`config.mk`:
```
export PLATFORM = sky130hd
export DESIGN_NAME = mode_ac_intr_generator_flat
export DESIGN_NICKNAME = d
export VERILOG_FILES = /design/src/rtl/mode_ac_pkg.sv /design/src/rtl/mode_ac_intr_generator_if.sv /design/src/rtl/mode_ac_ramp.sv /design/src/rtl/mode_ac_intr_generator.sv /design/src/flat_wrapper.sv
export SDC_FILE = /design/constraint.sdc
export NUM_CORES = 1
export LEC_CHECK = 0
export CAP_MARGIN = 20
export CORE_MARGIN = 5
export CORE_UTILIZATION = 42
export DETAILED_ROUTE_END_ITERATION = 6
export SETUP_SLACK_MARGIN = 0.3
export SLEW_MARGIN = 20
export SYNTH_ARGS = -nofsm -noshare
export SYNTH_HDL_FRONTEND = slang
export SYNTH_SLANG_ARGS = --single-unit
export TNS_END_PERCENT = 1
```
`constraint.sdc`:
```
create_clock -name clk -period 29.7 [get_ports clk]
set_input_delay 5.94 -clock clk [delete_from_list [all_inputs] [get_ports clk]]
set_output_delay 5.94 -clock clk [all_outputs]
set_load 0.01 [all_outputs]
```
`src/rtl/mode_ac_pkg.sv`:
```
// Shared Mode A/C timing package.
// Holds the pulse-timing constants (in 61.44 MHz clocks) and the mode codes used by both the
// interrogation detector and the interrogation generator, so both sides agree on frame timing.
// Also holds the generator state type.
package mode_ac_pkg;

    // Pulse timing in sample clocks.
    localparam int unsigned MODE_AC_PW      = 49;    // 0.8 us pulse width
    localparam int unsigned MODE_AC_P2_OFF  = 123;   // P2 leading edge after P1 (2 us)
    localparam int unsigned MODE_AC_P3A_OFF = 492;   // Mode A P3 offset (8 us)
    localparam int unsigned MODE_AC_P3C_OFF = 1290;  // Mode C P3 offset (21 us)

    // Frame-time counter width; large enough for the longest legal frame.
    localparam int unsigned MODE_AC_CNT_W = 16;

    // Mode codes reported by the detector.
    localparam logic [7:0] MODE_AC_CODE_A = 8'h01;
    localparam logic [7:0] MODE_AC_CODE_C = 8'h02;

    typedef enum logic {
        StIdle,
        StRun
    } gen_state_e;

endpackage

```
`src/rtl/mode_ac_intr_generator_if.sv`:
```
// Mode A/C interrogation generator bus.
// Request side: start, mode_c, p2_en, p1_amp, p2_amp, abort.
// Response side: busy, pulse_on, rise_out, amp_out, done.
// master: frame requester (drives the request side).
// slave : the generator (drives the response side).
interface mode_ac_intr_generator_if #(
    parameter int unsigned WIDTH = 16
);
    logic             start;
    logic             mode_c;
    logic             p2_en;
    logic [WIDTH-1:0] p1_amp;
    logic [WIDTH-1:0] p2_amp;
    logic             abort;
    logic             busy;
    logic             pulse_on;
    logic             rise_out;
    logic [WIDTH-1:0] amp_out;
    logic             done;

    modport master (
        output start, mode_c, p2_en, p1_amp, p2_amp, abort,
        input  busy, pulse_on, rise_out, amp_out, done
    );

    modport slave (
        input  start, mode_c, p2_en, p1_amp, p2_amp, abort,
        output busy, pulse_on, rise_out, amp_out, done
    );

endinterface

```
`src/rtl/mode_ac_ramp.sv`:
```
// Pulse envelope scaler.
// Scales a peak amplitude by the ramp factor for pulse-relative time j:
//   f = j+1 on the rising ramp, PW-j on the falling ramp, RAMP on the flat top,
//   amp = (A * f) >> RAMP_SHIFT, so the flat top is exactly A.
// Ports:
//   i_amp : peak amplitude A
//   i_j   : cycle index within the pulse (0 .. PW-1)
//   o_amp : scaled envelope amplitude
module mode_ac_ramp
    import mode_ac_pkg::*;
#(
    parameter int unsigned WIDTH      = 16,
    parameter int unsigned PW         = MODE_AC_PW,
    parameter int unsigned RAMP_SHIFT = 2,
    parameter int unsigned CNT_W      = MODE_AC_CNT_W
) (
    input  logic [WIDTH-1:0] i_amp,
    input  logic [CNT_W-1:0] i_j,
    output logic [WIDTH-1:0] o_amp
);
    localparam int unsigned     RAMP   = 1 << RAMP_SHIFT;
    localparam int unsigned     PROD_W = WIDTH + RAMP_SHIFT;
    localparam logic [CNT_W-1:0] C_RAMP = CNT_W'(RAMP);
    localparam logic [CNT_W-1:0] C_TAIL = CNT_W'(PW - RAMP);
    localparam logic [CNT_W-1:0] C_PW   = CNT_W'(PW);
    localparam logic [CNT_W-1:0] C_ONE  = CNT_W'(1);

    logic [CNT_W-1:0]  w_f;
    logic [PROD_W-1:0] w_prod;

    always_comb begin
        if (i_j < C_RAMP) begin
            w_f = i_j + C_ONE;
        end else if (i_j >= C_TAIL) begin
            w_f = C_PW - i_j;
        end else begin
            w_f = C_RAMP;
        end
    end

    // f never exceeds RAMP, so A*f fits in WIDTH+RAMP_SHIFT bits.
    assign w_prod = PROD_W'(i_amp) * PROD_W'(w_f);
    assign o_amp  = WIDTH'(w_prod >> RAMP_SHIFT);

endmodule

```
`src/rtl/mode_ac_intr_generator.sv`:
```
// SSR Mode A/C interrogation frame generator.
// One start request produces P1, an optional P2 (SLS) pulse and P3 at the Mode A or Mode C
// offset, each with a ramped amplitude envelope and a 1-cycle rise strobe. Frame time t=0 is
// the cycle after the accepted start; done pulses at t = P3_OFF+PW with the block back in idle.
// Ports:
//   clk : system clock (61.44 MHz sample clock)
//   rst : asynchronous active-high reset
//   bus : generator bus (slave side): start/mode_c/p2_en/p1_amp/p2_amp/abort in,
//         busy/pulse_on/rise_out/amp_out/done out
module mode_ac_intr_generator
    import mode_ac_pkg::*;
#(
    parameter int unsigned WIDTH      = 16,
    parameter int unsigned PW         = MODE_AC_PW,
    parameter int unsigned P2_OFF     = MODE_AC_P2_OFF,
    parameter int unsigned P3A_OFF    = MODE_AC_P3A_OFF,
    parameter int unsigned P3C_OFF    = MODE_AC_P3C_OFF,
    parameter int unsigned RAMP_SHIFT = 2
) (
    input logic                     clk,
    input logic                     rst,
    mode_ac_intr_generator_if.slave bus
);
    localparam int unsigned      CW       = MODE_AC_CNT_W;
    localparam logic [CW-1:0]    C_PW     = CW'(PW);
    localparam logic [CW-1:0]    C_P2     = CW'(P2_OFF);
    localparam logic [CW-1:0]    C_P2_END = CW'(P2_OFF + PW);
    localparam logic [CW-1:0]    C_P3A    = CW'(P3A_OFF);
    localparam logic [CW-1:0]    C_P3C    = CW'(P3C_OFF);
    localparam logic [CW-1:0]    C_LAST_A = CW'(P3A_OFF + PW - 1);
    localparam logic [CW-1:0]    C_LAST_C = CW'(P3C_OFF + PW - 1);

    gen_state_e       r_state;
    logic [CW-1:0]    r_cnt;
    logic             r_done;
    logic             r_mode_c;
    logic             r_p2_en;
    logic [WIDTH-1:0] r_p1_amp;
    logic [WIDTH-1:0] r_p2_amp;

    logic             w_run;
    logic [CW-1:0]    w_p3_off;
    logic [CW-1:0]    w_last;
    logic             w_in_p1;
    logic             w_in_p2;
    logic             w_in_p3;
    logic             w_pulse;
    logic [CW-1:0]    w_j;
    logic [WIDTH-1:0] w_amp_sel;
    logic [WIDTH-1:0] w_ramp_amp;

    // Frame sequencer. done is a registered strobe raised on the cycle the state returns to
    // idle; a start seen in that same cycle is dropped.
    always_ff @(posedge clk or posedge rst) begin
        if (rst) begin
            r_state  <= StIdle;
            r_cnt    <= '0;
            r_done   <= 1'b0;
            r_mode_c <= 1'b0;
            r_p2_en  <= 1'b0;
            r_p1_amp <= '0;
            r_p2_amp <= '0;
        end else begin
            r_done <= 1'b0;
            case (r_state)
                StIdle: begin
                    if (bus.start && !bus.abort && !r_done) begin
                        r_mode_c <= bus.mode_c;
                        r_p2_en  <= bus.p2_en;
                        r_p1_amp <= bus.p1_amp;
                        r_p2_amp <= bus.p2_amp;
                        r_cnt    <= '0;
                        r_state  <= StRun;
                    end
                end
                StRun: begin
                    if (bus.abort) begin
                        r_cnt   <= '0;
                        r_state <= StIdle;
                    end else if (r_cnt == w_last) begin
                        r_cnt   <= '0;
                        r_done  <= 1'b1;
                        r_state <= StIdle;
                    end else begin
                        r_cnt <= r_cnt + CW'(1);
                    end
                end
                default: r_state <= StIdle;
            endcase
        end
    end

    assign w_run    = (r_state == StRun);
    assign w_p3_off = r_mode_c ? C_P3C : C_P3A;
    assign w_last   = r_mode_c ? C_LAST_C : C_LAST_A;

    // Windows cannot overlap for legal offsets. The P3 upper bound is implicit: RUN never
    // holds a count past the last P3 cycle.
    assign w_in_p1 = (r_cnt < C_PW);
    assign w_in_p2 = r_p2_en && (r_cnt >= C_P2) && (r_cnt < C_P2_END);
    assign w_in_p3 = (r_cnt >= w_p3_off);
    assign w_pulse = w_run && (w_in_p1 || w_in_p2 || w_in_p3);

    always_comb begin
        w_j       = r_cnt;
        w_amp_sel = r_p1_amp;
        if (w_in_p2) begin
            w_j       = r_cnt - C_P2;
            w_amp_sel = r_p2_amp;
        end else if (w_in_p3) begin
            w_j = r_cnt - w_p3_off;
        end
    end

    mode_ac_ramp #(
        .WIDTH      (WIDTH),
        .PW         (PW),
        .RAMP_SHIFT (RAMP_SHIFT),
        .CNT_W      (CW)
    ) u_ramp (
        .i_amp (w_amp_sel),
        .i_j   (w_j),
        .o_amp (w_ramp_amp)
    );

    // Outputs decode only registered state, so reset clears them immediately.
    assign bus.busy     = w_run;
    assign bus.pulse_on = w_pulse;
    assign bus.rise_out = w_pulse && (w_j == '0);
    assign bus.amp_out  = w_pulse ? w_ramp_amp : '0;
    assign bus.done     = r_done;

endmodule

```
`src/flat_wrapper.sv`:
```
// flat-port wrapper written by rule: the top's interface ports become plain ports
module mode_ac_intr_generator_flat import mode_ac_pkg::*;
#(
    parameter int unsigned WIDTH      = 16,
    parameter int unsigned PW         = MODE_AC_PW,
    parameter int unsigned P2_OFF     = MODE_AC_P2_OFF,
    parameter int unsigned P3A_OFF    = MODE_AC_P3A_OFF,
    parameter int unsigned P3C_OFF    = MODE_AC_P3C_OFF,
    parameter int unsigned RAMP_SHIFT = 2
)
  (clk, rst, bus_start, bus_mode_c, bus_p2_en, bus_p1_amp, bus_p2_amp, bus_abort, bus_busy, bus_pulse_on, bus_rise_out, bus_amp_out, bus_done);
  mode_ac_intr_generator_if #(.WIDTH(WIDTH)) bus_i ();
  input logic clk;
  input logic rst;
  input wire logic [$bits(bus_i.start)-1:0] bus_start;
  input wire logic [$bits(bus_i.mode_c)-1:0] bus_mode_c;
  input wire logic [$bits(bus_i.p2_en)-1:0] bus_p2_en;
  input wire logic [$bits(bus_i.p1_amp)-1:0] bus_p1_amp;
  input wire logic [$bits(bus_i.p2_amp)-1:0] bus_p2_amp;
  input wire logic [$bits(bus_i.abort)-1:0] bus_abort;
  output wire logic [$bits(bus_i.busy)-1:0] bus_busy;
  output wire logic [$bits(bus_i.pulse_on)-1:0] bus_pulse_on;
  output wire logic [$bits(bus_i.rise_out)-1:0] bus_rise_out;
  output wire logic [$bits(bus_i.amp_out)-1:0] bus_amp_out;
  output wire logic [$bits(bus_i.done)-1:0] bus_done;
  assign bus_i.start = bus_start;
  assign bus_i.mode_c = bus_mode_c;
  assign bus_i.p2_en = bus_p2_en;
  assign bus_i.p1_amp = bus_p1_amp;
  assign bus_i.p2_amp = bus_p2_amp;
  assign bus_i.abort = bus_abort;
  assign bus_busy = bus_i.busy;
  assign bus_pulse_on = bus_i.pulse_on;
  assign bus_rise_out = bus_i.rise_out;
  assign bus_amp_out = bus_i.amp_out;
  assign bus_done = bus_i.done;
  mode_ac_intr_generator #(.WIDTH(WIDTH), .PW(PW), .P2_OFF(P2_OFF), .P3A_OFF(P3A_OFF), .P3C_OFF(P3C_OFF), .RAMP_SHIFT(RAMP_SHIFT)) u_core (.clk(clk), .rst(rst), .bus(bus_i));
endmodule
```
-- After elaboration in Yosys (flattened, before gate mapping)
Cells that the tools add are included.
- $add $sub $neg: 5
- multipliers: 1
- order comparisons: 6
- equal/unequal tests: 2
- multiplexer cells: 19
- bitwise gates (word level): 1
- reduce and logical (&&, ||, !) cells: 12
- operators by type and width (operator ; number):
    16-bit 2-to-1 mux ; 9
    16-bit by 1-bit adder with 16-bit output (second input constant) ; 2
    16-bit case mux with 2 select lines ; 1
    11-bit 2-to-1 mux ; 2
    16-bit by 16-bit multiplier with 18-bit output ; 1
    16-bit by 11-bit equality test with 1-bit output ; 1
    16-bit >= comparator ; 1
    16-bit by 6-bit >= comparator with 1-bit output (second input constant) ; 1
    16-bit by 7-bit >= comparator with 1-bit output (second input constant) ; 1
    16-bit logical NOT ; 1
    16-bit by 3-bit < comparator with 1-bit output (second input constant) ; 1
    16-bit by 6-bit < comparator with 1-bit output (second input constant) ; 1
    16-bit by 8-bit < comparator with 1-bit output (second input constant) ; 1
    16-bit subtractor ; 1
    16-bit by 7-bit subtractor with 16-bit output (second input constant) ; 1
    6-bit by 16-bit subtractor with 16-bit output (first input constant) ; 1
    1-bit logical AND ; 6
    1-bit 2-to-1 mux ; 6
    1-bit logical NOT ; 2
    1-bit logical OR ; 2
    2-bit by 1-bit inequality test with 1-bit output (second input constant) ; 1
    1-bit case mux with 2 select lines ; 1
    2-bit AND reduction ; 1
    1-bit NOT ; 1
- bits in registers: 52
- input port bits: 38
- output and inout bits: 20

-- Depth between registers and ports, before layout
Gate-level depths: netlist of the first run.
- depth in word-level cells: 9
- gate-level depth with buffers: 43

-- By module
Synthesis of the first run repeated with hierarchy kept, for this count alone.
- cell total of the unflattened synthesis: 1009
- area, all modules: 8729.6 sq um
- by module, submodules not included (module ; instances ; cells an instance ; area an instance (sq um) ; seq. area each (sq um)):
    mode_ac_ramp ; 1 ; 627 ; 5327.6 ; 0.0
    mode_ac_intr_generator ; 1 ; 382 ; 3402.0 ; 1301.2

-- Least setup slack after synthesis of the first run
Ideal clock, no wire load.
- path type: register -> output
- start: register u_core.r_mode_c
- end: output port bus_amp_out[15]
- arrival: 8432 ps
- required time: 23760 ps
- path slack: 15328 ps
- cell stages (with the launch flop): 40
- cell sequence: dfrtp_1 -> inv_1 -> ha_1 -> a211oi_1 -> a32o_1 -> clkbuf_1 -> a21oi_1 -> nor3_1 -> nor2_1 -> inv_1 -> ha_1 -> nor2b_1 -> o31a_1 -> o211ai_1 -> clkbuf_1 -> inv_1 -> o21ai_1 -> nand2_1 -> (+4 left out) -> fa_1 -> ha_1 -> inv_1 -> fa_1 -> inv_1 -> ha_1 -> a21boi_0 -> o21ai_0 -> nand2b_1 -> a21oi_1 -> o21bai_1 -> a21oi_1 -> o21bai_1 -> a21o_1 -> a21oi_1 -> o21ai_0 -> xnor3_1 -> nor2_1
- cells in the longest elaborated chain, start to end: 9
- ends and longest elaborated chain (what ; RTL line ; text):
    from (decl) ; mode_ac_intr_generator.sv:36 ; logic r_mode_c;
    from (signal assigned) ; mode_ac_intr_generator.sv:68 ; r_mode_c <= bus.mode_c;
    11-bit 2-to-1 mux * ; mode_ac_intr_generator.sv:94 ; assign w_p3_off = r_mode_c ? C_P3C : C_P3A;
    16-bit subtractor / 16-bit >= comparator (equally long branches) ; mode_ac_intr_generator.sv:111, mode_ac_intr_generator.sv:101 ;
    16-bit 2-to-1 mux ; mode_ac_intr_generator.sv:110 ; end else if (w_in_p3) begin
    16-bit 2-to-1 mux ; mode_ac_intr_generator.sv:107 ; if (w_in_p2) begin
    6-bit by 16-bit subtractor with 16-bit output / 16-bit by 6-bit >= comparator with 1-bit output (equally long branches) ; mode_ac_ramp.sv:35, mode_ac_ramp.sv:34 ;
    16-bit 2-to-1 mux ; mode_ac_ramp.sv:34 ; end else if (i_j >= C_TAIL) begin
    16-bit 2-to-1 mux ; mode_ac_ramp.sv:32 ; if (i_j < C_RAMP) begin
    16-bit by 16-bit multiplier with 18-bit output ; mode_ac_ramp.sv:42 ; assign w_prod = PROD_W'(i_amp) * PROD_W'(w_f);
    16-bit 2-to-1 mux * ; mode_ac_intr_generator.sv:130 ; assign bus.amp_out = w_pulse ? w_ramp_amp : '0;
    to (decl) ; flat_wrapper.sv:24 ; output wire logic [$bits(bus_i.amp_out)-1:0] bus_amp_out;
Mark *: on every way between the ends. The rest lies on a longest branch, timed or not.

-- Final worst setup path of the first run
Same ends and word-level chain as after synthesis.

==> out/results.txt, run 1 <==
first-pass GRT wire length - 37300 microns
synthesized flop and latch total - 52
Worst Tran Pin Value - 1.00 ns
initial core utilization - 42.3%
Area growth syn-to-layout - 11.3%
Post-CTS Resized - 0
most common cell in the netlist - inv_1
core area - 20800 sq um
die area - 24000 sq um
final hold viol count - 0
max-cap violations - 0
setup TNS - 0 ns
Post-Syn Instances - 1039
hold path startpoint - u_core.r_p1_amp[14]$_DFFE_PP0P_
GRT Total Usage - 19.2%
# clock sinks - 52
hold depth - 1
Final Util - 47.1%
Root Driver - clkbuf_16
Fillers - 2099
area leader, netlist - fa_1
top cells by area, synth - fa_1 25%, dfrtp_1 15%, ha_1 9.4%
antenna violations before repair - 0
flop2flop setup slack - 26.60 ns
hold path endpoint - u_core.r_p1_amp[14]$_DFFE_PP0P_
Setup Buffers After CTS - 0
fin crit period - 16.77 ns
total grt overflow - 0
vias in the first global route - 7271
n_diodes - 0
Lkg Pwr - 0.00440 uW
Cell Rows - 53
PD cells - 34.1 nW/um^2
input/output buffers - 57
min-delay worst type - reg2reg
RSZ-0062 raised after global routing - no
Residual DRC - 0
endpoints failing setup - 0
EDFF count, synth - 0
fin nets - 1290
CP peak stage delay - 0.84 ns
Unique masters post-synth - 69
final WL - 22700 microns
DR pass1 iterations - 5
Post-Route Skew - 0.00773 ns
hold slack - 0.512 ns
total power - 334 uW
largest net degree at the start of global routing - 53
Worst Path Max Fanout - 11
r2r endpoint - u_core.r_cnt[10]$_DFFE_PP0P_
initial drt markers - 380
Post-DP HPWL - 18600 microns
sequential-to-total area share from yosys stat - 14.8%
number of H-tree levels - 2
Die Wd - 155 microns
share of cells above drive strength 1 - 6.77%
Syn Nets - 1251
Worst-path clk slew - 0.08 ns
vias per cell - 5.29
Reg2Reg Depth - 9
final period utilization - 56.5%
routability cong. - 0.907
worst setup margin - 12.93 ns
Inserted Clock Buffers - 5
DR vias - 7162
worst-skew pair later-pin latency - 0.30 ns
critical path arrival - 10.83 ns
synth cell count leaders - 172 x inv_1, 127 x nand2_1, 117 x nor2_1
remaining antenna violation count - 0
main flop type after synthesis - dfrtp_1
fmax - 0.0596 GHz
Rel. slew slack - 32.6%
post-synthesis async set-or-reset flop share - 100%
CTS tree - done
WL/cell - 16.7 microns
Slew Limit Fails - 0
launching point of the worst reg2reg path - u_core.r_mode_c$_DFFE_PP0P_
CTS Hold Bufs - 0
status - finished clean
Critical Path Source Type - register
Synth top area share - 24.5%
dpl ws - 13.23 ns
I/O pins - 58
Post-Synthesis Cell Area - 8810 sq um
Synth Warn # - 0
CP endpoint kind - primary output
Worst VDD drop - 0.0416 mV
syn avg cell area - 8.48 sq um
maximum clock insertion buffer count - 2
Req. time, crit path - 23.76 ns
Setup Crit Path Kind - reg2out
CP max stage cell - a32oi_1
Die H - 155 microns
==> cell families after synthesis <==
family	after synthesis	synth area share, %
flops	52	14.8
xor+xnor	57	6.24
mux	52	6.39
compound gates	139	11.0
simple gates	359	18.8
buf+inv	206	8.91
fa+ha+maj	174	33.9
==> layout make-up <==
cell class | instances | area, sq um | area share, %
Multi-Input combinational cell | 781 | 6720 | 68.6
Sequential cell | 52 | 1300 | 13.3
Inverter | 172 | 646 | 6.58
Timing Repair Buffer | 66 | 638 | 6.51
Tap cell | 275 | 344 | 3.51
Clock buffer | 5 | 125 | 1.28
Clock inverter | 3 | 26.3 | 0.268
==> through the flow <==
step	std cells	cell area, sq um
6_report	1354	9800
5_1_grt	1354	9800
4_1_cts	1354	9800
3_5_place_dp	1346	9650
3_3_place_gp	1346	9650
2_1_floorplan	1039	8810
==> flip-flops by register name, indices dropped and copies added (netlist names) <==
name	flops
u_core.bus.busy	1
u_core.bus.done	1
u_core.r_cnt	16
u_core.r_mode_c	1
u_core.r_p1_amp	16
u_core.r_p2_amp	16
u_core.r_p2_en	1
==> placed cells by master (no fill, tap or decap), drive strengths merged, types with 6 or more instances in the layout <==
cell	instances
inv	174
nand2	127
nor2	117
fa	108
ha	66
clkdlybuf4s50	57
dfrtp	52
xnor2	45
o21ai	41
mux2	34
a21oi	30
nor3	18
nand3	18
mux2i	18
nor2b	13
nand2b	11
and3	10
and2	10
o211ai	10
xor2	9
buf	9
a211oi	7
o21bai	7
o31ai	7
nor3b	6
a31oi	6
nand4	6
nor4	6
==> worst max-delay path by stage <==
stage | to | from | slack [ns] | cells past startpoint
2_1_floorplan | bus_amp_out[15] | u_core.r_mode_c$_DFFE_PP0P_ | 15.33 | 39
3_3_place_gp | bus_amp_out[15] | u_core.r_cnt[0]$_DFFE_PP0P_ | 13.40 | 38
3_5_place_dp | bus_amp_out[15] | u_core.r_cnt[0]$_DFFE_PP0P_ | 13.23 | 38
4_1_cts | bus_amp_out[15] | u_core.r_cnt[0]$_DFFE_PP0P_ | 12.90 | 38
5_1_grt | bus_amp_out[15] | u_core.r_mode_c$_DFFE_PP0P_ | 12.19 | 38
6_report | bus_amp_out[15] | u_core.r_mode_c$_DFFE_PP0P_ | 12.93 | 38
==> metal layers <==
metal / global-route usage (%) / vias up / wire length [microns]
met1: 27.7 / 3473 / 10600
met3: 2.29 / 26 / 1380
met5: 0 / - / 0
li1: - / 3432 / -
met2: 31.4 / 231 / 10400
met4: 3.99 / 0 / 316
==> power by group <==
part / internal (uW) / switching (uW)
Sequential: 81.5 / 9.64
Clock: 32.1 / 28.6
Combinational: 77.0 / 105
==> critical path, delay by kind of cell, from the launching register on <==
family,cells,cell delay (ns)
buf+inv,6,1.01
xor+xnor,1,0.51
fa+ha+maj,9,3.37
flops,1,0.49
compound gates,14,3.85
simple gates,8,1.27
No activity file was read; power rests on OpenSTA's default activity.
==> run 2, diff against run 1 <==
==> constraint.sdc (replaced) <==
create_clock -name clk -period 14.2 [get_ports clk]
set_input_delay 2.84 -clock clk [delete_from_list [all_inputs] [get_ports clk]]
set_output_delay 2.84 -clock clk [all_outputs]
set_load 0.01 [all_outputs]
==> run 2 against run 1 <==
Total power rose by 110%. Clock power rose by 100%. Worst hold slack got worse by 0.0056 ns. Design area rose by 0.70%. Sequential share of layout area fell by 0.093 points. Register-to-register slack got worse by 16 ns. Cell count rose by 0.37%. Utilization rose by 0.33 points. Global-route usage rose by 0.44 points. Critical path depth fell by 5. Highest routed layer unchanged.
==> out/results.txt, run 2 (synthesis results as in run 1) <==
status - finished clean (unchanged)
initial drt markers - 454 (was 380)
GRT Total Usage - 19.7% (was 19.2%)
most common cell after layout, fill and taps aside - inv_1 (unchanged)
WL/cell - 16.8 microns (was 16.7 microns)
hold slack - 0.506 ns (was 0.512 ns)
CP endpoint kind - primary output (unchanged)
fmax - 0.0759 GHz
Worst Tran Pin Value - 0.992 ns (was 1.00 ns)
RSZ-0062 raised after global routing - no (unchanged)
Rel. slew slack - 33.7% (was 32.6%)
input/output buffers - 57 (unchanged)
remaining antenna violation count - 0 (unchanged)
Post-DP HPWL - 19000 microns (was 18600 microns)
worst-skew pair later-pin latency - 0.29 ns (was 0.30 ns)
antenna violations before repair - 0 (unchanged)
Top Registers - u_core.r_cnt x16, u_core.r_p1_amp x16, u_core.r_p2_amp x16 (unchanged)
fin nets - 1295 (was 1290)
fin crit period - 13.17 ns
min-delay worst type - reg2reg (unchanged)
routability cong. - 0.903 (was 0.907)
max-cap violations - 0 (unchanged)
Critical Path Start - u_core.r_mode_c$_DFFE_PP0P_ (unchanged)
Cell Rows - 53 (unchanged)
initial core utilization - 42.3% (unchanged)
Worst VDD drop - 0.0925 mV (was 0.0416 mV)
first-pass GRT wire length - 38300 microns (was 37300 microns)
Residual DRC - 0 (unchanged)
Worst Path Buf+Inv - 5 (was 6)
DR pass1 iterations - 5 (unchanged)
critical path arrival - 10.33 ns (was 10.83 ns)
final period utilization - 92.8%
Inserted Clock Buffers - 5 (unchanged)
flop2flop setup slack - 10.97 ns (was 26.60 ns)
hold path startpoint - u_core.r_p1_amp[14]$_DFFE_PP0P_ (unchanged)
n_diodes - 0 (unchanged)
vias per cell - 5.31 (was 5.29)
DR vias - 7214 (was 7162)
Critical Path Source Type - register (unchanged)
r2r endpoint - u_core.r_cnt[10]$_DFFE_PP0P_ (unchanged)
total grt overflow - 0 (unchanged)
number of H-tree levels - 2 (unchanged)
Worst-path clk slew - 0.07 ns (was 0.08 ns)
Worst Path Max Fanout - 10 (was 11)
share of cells above drive strength 1 - 7.56% (was 6.77%)
crit-path most repeated cell - fa_1
Reg2Reg Depth - 9 (unchanged)
endpoints failing setup - 0 (unchanged)
hold path endpoint - u_core.r_p1_amp[14]$_DFFE_PP0P_ (unchanged)
Die H - 155 microns (unchanged)
commonest non-fill, non-tap cells in the layout - 171 x inv_1, 127 x nand2_1, 117 x nor2_1 (unchanged)
final WL - 22800 microns (was 22700 microns)
core area - 20800 sq um (unchanged)
I/O pins - 58 (unchanged)
hold depth - 1 (unchanged)
Area growth syn-to-layout - 12.1% (was 11.3%)
Lkg Pwr - 0.00443 uW (was 0.00440 uW)
Req. time, crit path - 11.36 ns (was 23.76 ns)
CP max stage cell - a22oi_1 (was a32oi_1)
Die Wd - 155 microns (unchanged)
vias in the first global route - 7263 (was 7271)
# clock sinks - 52 (unchanged)
CTS Hold Bufs - 0 (unchanged)
CP peak stage delay - 0.58 ns (was 0.84 ns)
maximum clock insertion buffer count - 2 (unchanged)
largest net degree at the start of global routing - 33 (was 53)
Setup Crit Path Kind - reg2out (unchanged)
Post-Route Skew - 0.00292 ns (was 0.00773 ns)
die area - 24000 sq um (unchanged)
Slew Limit Fails - 0 (unchanged)
CP top delay family - compound AO/OA/AOI/OAI gates (unchanged)
setup TNS - 0 ns (unchanged)
final hold viol count - 0 (unchanged)
launching point of the worst reg2reg path - u_core.r_mode_c$_DFFE_PP0P_ (unchanged)
Root Driver - clkbuf_16 (unchanged)
PD cells - 70.7 nW/um^2 (was 34.1 nW/um^2)
CTS tree - done (unchanged)
[run 2: cell types whose count changed in the layout (fill, tap and decap cells not counted)]
cell and delta:
o21ai_1 -1, buf_12 +1, o21ai_2 +1, a32oi_2 +1, clkinv_4 -1, a22oi_1 -2
a22oi_2 +2, clkinv_2 +2, inv_6 -2, buf_4 +4, a32oi_1 -1, clkbuf_8 +1
[run 2: report_power, final]
group          switching (uW)  internal, uW
combinational             221           163
clock                    53.4          69.6
sequential               19.9           171
[run 2: layer usage]
layer / share of wire (%) / track usage (%)
met1: 46 / 28.2
met2: 47 / 32.2
met3: 5.9 / 2.77
met4: 1.2 / 3.45
met5: 0 / 0
[run 2: how the worst max path moves through the flow]
stage / to / slack (ns) / cells after the start
2_1_floorplan: bus_amp_out[15] / 2.93 / 39
6_report: bus_amp_out[15] / 1.03 / 33
5_1_grt: bus_amp_out[15] / 0.27 / 38
3_5_place_dp: bus_amp_out[15] / 0.75 / 38
4_1_cts: bus_amp_out[15] / 0.42 / 38
3_3_place_gp: bus_amp_out[15] / 1.03 / 38
[run 2: stage by stage]
| stage | power, uW | util, % | instance area [sq um] | setup WS (ns) | instances |
|---|---|---|---|---|---|
| final | 698 | 47.4 | 9870 | 1.03 | 1359 |
| after global routing | 764 | 47.4 | 9870 | 0.271 | 1359 |
| after detailed placement | 581 | 46.5 | 9670 | 0.749 | 1347 |
| after floorplan | 451 | - | 8810 | 2.93 | 1039 |
| after global placement | 573 | 46.4 | 9650 | 1.03 | 1346 |
| after CTS | 707 | 47.2 | 9820 | 0.420 | 1355 |
[run 2: timing repair]
item / in CTS / in global routing
setup buffers: 0 / 4
setup endpoints to repair: 0 / 3
gates resized for setup: 0 / 4
[run 2: layout make-up]
| cell class | instances | area, sq um |
|---|---|---|
| sequential | 52 | 1300 |
| inverter | 172 | 646 |
| clock inverter | 2 | 10.0 |
| tap | 275 | 344 |
| clock buffer | 6 | 139 |
| fill | 2066 | 10900 |
| multi-input combinational | 781 | 6750 |
| timing repair buffer | 71 | 688 |
[run 2: worst register-to-register path, delay by kind of cell, from the launching register on]
kind	cells	cell delay [ns]
simple gates	6	1.95
flops	1	0.51
fa+ha+maj	1	0.39
buf+inv	1	0.17
compound gates	1	0.09
